**src/rtl/fifo_rr_drain.sv**
```systemverilog
// fifo_rr_drain: round-robin, burst-limited drain of FWFT source FIFOs into one registered valid/ready stream
module fifo_rr_drain #(
  parameter int NUM_SRC   = 4,
  parameter int WIDTH     = 32,
  parameter int MAX_BURST = 4
) (
  input  logic                       clk,
  input  logic                       rst_n,
  input  logic [NUM_SRC-1:0]         src_empty,
  input  logic [NUM_SRC*WIDTH-1:0]   src_data,
  output logic [NUM_SRC-1:0]         src_pop,
  output logic                       out_valid,
  output logic [WIDTH-1:0]           out_data,
  output logic [$clog2(NUM_SRC)-1:0] out_src,
  input  logic                       out_ready,
  input  logic                       flush,
  output logic                       busy
);
  localparam int SW = $clog2(NUM_SRC);
  localparam int BW = $clog2(MAX_BURST + 1);
  logic             r_valid;
  logic [WIDTH-1:0] r_data;
  logic [SW-1:0]    r_src;
  logic [SW-1:0]    r_owner;
  logic [BW-1:0]    r_burst;
  logic [WIDTH-1:0] w_heads [NUM_SRC];
  logic [SW-1:0]    w_idx;
  logic [SW-1:0]    w_rot;
  logic [SW-1:0]    w_sel;
  logic             w_load;
  logic             w_any;
  logic             w_stay;
  logic             w_pop;
  for (genvar g = 0; g < NUM_SRC; g++) begin : g_head
    assign w_heads[g] = src_data[g*WIDTH +: WIDTH];
  end
  assign w_load    = !r_valid || out_ready;
  assign w_any     = ~&src_empty;
  assign w_stay    = !src_empty[r_owner] && (r_burst < BW'(MAX_BURST));
  assign w_sel     = w_stay ? r_owner : w_rot;
  assign w_pop     = rst_n && w_load && w_any && !flush;
  assign src_pop   = w_pop ? (NUM_SRC'(1) << w_sel) : '0;
  assign out_valid = r_valid;
  assign out_data  = r_data;
  assign out_src   = r_src;
  assign busy      = r_valid || w_any;
  // Rotation target: first non-empty source after the owner, owner itself checked last
  always_comb begin
    w_rot = r_owner;
    w_idx = '0;
    for (int k = NUM_SRC; k >= 1; k--) begin
      w_idx = SW'((int'(r_owner) + k) % NUM_SRC);
      if (!src_empty[w_idx]) w_rot = w_idx;
    end
  end
  // Output register and burst/owner bookkeeping; a rotation restarts the burst at 1 even onto the same source
  always_ff @(posedge clk or negedge rst_n) begin
    if (!rst_n) begin
      r_valid <= 1'b0;
      r_data  <= '0;
      r_src   <= '0;
      r_owner <= '0;
      r_burst <= '0;
    end else if (flush) begin
      r_valid <= 1'b0;
      r_owner <= '0;
      r_burst <= '0;
    end else if (w_load) begin
      r_valid <= w_pop;
      if (w_pop) begin
        r_data  <= w_heads[w_sel];
        r_src   <= w_sel;
        r_owner <= w_stay ? r_owner : w_sel;
        r_burst <= w_stay ? r_burst + 1'b1 : BW'(1);
      end
    end
  end
endmodule

```
**config.mk**
```make
export PLATFORM = sky130hd
export DESIGN_NAME = fifo_rr_drain
export DESIGN_NICKNAME = d
export VERILOG_FILES = /design/src/rtl/fifo_rr_drain.sv
export SDC_FILE = /design/constraint.sdc
export NUM_CORES = 1
export LEC_CHECK = 0
export ABC_CLOCK_PERIOD_IN_PS = 3650
export BUFFER_PORTS_ARGS = -buffer_cell sky130_fd_sc_hd__buf_2
export CELL_PAD_IN_SITES_DETAIL_PLACEMENT = 1
export CELL_PAD_IN_SITES_GLOBAL_PLACEMENT = 2
export CORE_AREA = 2 2 119 121
export DETAILED_ROUTE_END_ITERATION = 10
export DIE_AREA = 0 0 121 123
export PLACE_DENSITY = 0.91
export SYNTH_ARGS = -nofsm -noshare
export SYNTH_HDL_FRONTEND = slang
export SYNTH_SLANG_ARGS = --single-unit
```
**constraint.sdc**
```tcl
create_clock -name clk -period 3.65 [get_ports clk]
set_input_delay 0.5475 -clock clk [delete_from_list [all_inputs] [get_ports clk]]
set_output_delay 0.5475 -clock clk [all_outputs]
set_load 0.05 [all_outputs]
```
==> out/summary.md <==
Once the floorplan was initialized, standard cells occupied 26.64% of the core. For the worst setup path, the data arrival time is 2.73 ns. Summing all multi-input logic gate instances after layout gives 0.002414 mm^2.

The global-route wire length before repair is 21530 um, and the number of synthesized flops with an enable pin is 0. The tools report the initial antenna violation count as 0. The tools report the final-report max-slew violation count as 0. For the final database, setup skew stands at 0.004751 ns.

Prior to clock tree synthesis, the placed netlist has a worst setup slack of 0.5539 ns. The count of endpoints failing hold in the final timing report came out at 0. Synthesis inferred 40 register bits. Summed over all cells, the static leakage comes to 0.001912 uW. The logs give 4247 for the via count of the first global-routing pass and 43 for the number of rows created at floorplan.

The highest ir drop seen on vdd came out at 0.1771 mV. Once detail routing completed, the nets flagged for antenna violations numbered 0. Capture point of the worst reg-to-reg path: out_data[30]. TritonCTS built the clock tree.

The measured slew at the worst slew-check pin is 1.191 ns. The number of hold buffers added after CTS was 0; the number of remaining DRC errors was 0. The primary flip-flop cell chosen by synthesis mapping was dfrtp_1. Remaining max-slew budget at the tightest pin: 20.62%. Before antenna repair, the detailed router went through 4 iterations. The antenna cell count came out at 0.

In the final layout, the share of cells above drive strength 1 is 33.39%. Synthesis handed over a netlist of 468 instances. The total wirelength of the detailed-routed design came out at 13770 um. Measured in cells, the most critical reg-to-reg path has a length of 7. Horizontal die dimension: 121 um.

For the largest net degree at the start of global routing, the log shows 130. Leaving out fill and tap cells, the most frequent cells in the layout are 175 x buf_2, 94 x a21oi_1, 65 x a211oi_1, 39 x dfrtp_1, 38 x nor2_1. For this run, the top clock speed supported by timing is 305.2 MHz. The run gives 0 as the post-cts repair resize count.

176 I/O pins were placed. Setup repair after global routing left no endpoint under its margin. For this design the ratio of total power to cell area is 481.1 mW/mm^2. The tools report the total nets after synthesis as 605. The biggest fanout along the worst timing path was 20. The run gives 0.01361 mm^2 as the core area. Setup violations remaining at the end of the flow were counted as 0. Most common library cell in the layout ignoring fill and taps: buf_2. The clock passes through at most 2 buffers. During placement, the flow inserted port buffers numbering 175. The tools report the area of all sequential standard cells as 0.001005 mm^2. For this run, the post-layout net count is 744. Number of distinct library cells after synthesis: 39.

For this run, the number of Yosys warnings is 0. At the end of routability-driven placement, the weighted congestion stood at 0.7668. The synthesized netlist occupies a cell area of 0.003626 mm^2. Category of the most critical setup path: reg2out. The count of vias placed by the detailed router is 4231, and the post-synthesis area per instance is 7.748 um^2. The run gives 40 as the CTS sink count. The clock tree synthesis step divided the H-tree into 2 levels. The flow ran to the end, and the final reports show no timing, DRC or antenna violations.

The run gives 0 as the number of buffers added for setup after CTS. The final global-route overflow total came out at 0. Setup slack on the worst reg-to-reg path comes out at 0.71 ns. The worst path in the final design needs a cycle of 3.276 ns, including I/O delays and setup.

TritonCTS created 5 clock buffers. Across all setup checks in the final design, the least slack found is 0.3737 ns. The via-per-instance ratio works out to 5.369. The clock reaches the later pin of the worst-skew pair after 0.28 ns. Endpoint class of the critical path: an output port. The max-cap violation count is 0, and the async set-reset flop share out of synthesis is 100.0%.

The average wire length per cell after detail routing was 17.47 um. The filler cells instantiated in the layout total 1706. Path category of the worst min-delay check: in2async.

STA classifies the critical path startpoint as a register. The wire-length estimate of the detail-placed layout is 9876 um. The run gives 27.61% as the portion of the post-synthesis area used by sequential elements. The cell sitting at the root of the clock tree is a clkbuf_16.

The area overhead of the layout relative to synthesis came out at 31.54%. The tools report the startpoint of the worst register-to-register path as r_owner[1]. The period utilization was 89.76%.

Data on the critical path is required at its endpoint by 3.10 ns. The floorplan step defined a die boundary enclosing 0.01488 mm^2. The die is 123 um tall. The count of routing violations after the opening detailed-route iteration is 193. In the final timing run, aggregate negative setup slack is 0 ns.

The clock-pin slew of the registers on the worst-case setup and hold paths was 0.06 ns. Global routing used 18.13% of the available tracks across all layers.
[worst max-delay path: stages (launching register included)]
cell and delay (ns):
dfrtp_4 0.56, and2b_1 0.21, nand2_2 0.33, nand3_4 0.15
xnor2_4 0.71, and2_1 0.23, buf_2 0.26
[worst max-delay path by stage]
| stage | start | endpoint | depth (start not counted) |
|---|---|---|---|
| 2_1_floorplan | out_valid | src_pop[0] | 6 |
| 3_3_place_gp | src_empty[1] | src_pop[2] | 7 |
| 3_5_place_dp | src_empty[1] | src_pop[3] | 7 |
| 4_1_cts | r_owner[1] | src_pop[3] | 6 |
| 5_1_grt | r_owner[1] | src_pop[2] | 6 |
| 6_report | r_owner[1] | src_pop[3] | 6 |
[synth_stat cells, drive strengths merged (3+ instances only)]
cell type,n,share of area [%]
a211oi,65,13
a21boi,5,1.0
a21oi,94,13
and2,4,0.69
buf,11,2.0
clkbuf,43,4.5
dfrtp,40,28
mux2i,34,9.4
nand2,38,4.1
nand2b,33,5.7
nand3,4,0.90
nor2,39,4.0
nor2b,3,0.52
o32ai,32,7.7
[state kept, by name, summed over array words and instances, names as in the netlist]
| signal | count |
|---|---|
| out_data | 32 |
| out_src | 2 |
| out_valid | 1 |
| r_burst | 3 |
| r_owner | 2 |
[power by group]
group | switching (uW) | total, uW | internal [uW]
clock network | 187 | 509 | 322
registers | 63.6 | 617 | 553
logic | 813 | 1170 | 355
[metrics by stage]
step	hold WS (ns)	instances	util [%]	total power [uW]	area (um^2)
2_1_floorplan	0.2519	468	-	1478	3626
3_3_place_gp	0.4896	780	33.84	1765	4606
3_5_place_dp	0.4952	780	33.84	1801	4606
4_1_cts	0.4126	788	35.04	2324	4770
5_1_grt	0.4379	788	35.04	2427	4770
6_report	0.3833	788	35.04	2295	4770
[cell families (layout without fill, tap and decap cells)]
| group | Yosys count | count (layout) | share of synthesized area, % |
|---|---|---|---|
| AND/OR/NAND/NOR | 128 | 128 | 17.18 |
| multiplexers | 36 | 36 | 10.01 |
| adder cells (fa/ha/maj) | 1 | 1 | 0.3450 |
| flip-flops | 40 | 40 | 27.61 |
| AO/OA/AOI/OAI | 206 | 206 | 37.27 |
| buffers and inverters | 55 | 195 | 6.590 |
| XOR/XNOR | 2 | 2 | 1.001 |
[per-layer routing]
| metal | routed length, um | up-vias | GRT usage, % |
|---|---|---|---|
| met3 | 924 | 7 | 3.367 |
| met1 | 5893 | 2038 | 22.54 |
| li1 | - | 2040 | - |
| met5 | 0 | - | 0 |
| met2 | 6840 | 146 | 32.55 |
| met4 | 109 | 0 | 4.070 |
[final cells by class]
| class | count | area share, % |
|---|---|---|
| clock buffer | 6 | 2.702 |
| sequential | 40 | 21.07 |
| clock inverter | 2 | 0.7345 |
| inverter | 1 | 0.07870 |
| timing repair buffer | 186 | 20.09 |
| tap | 180 | 4.722 |
| multi-input combinational | 373 | 50.60 |
Note: power is estimated with default switching activity, not from simulation.
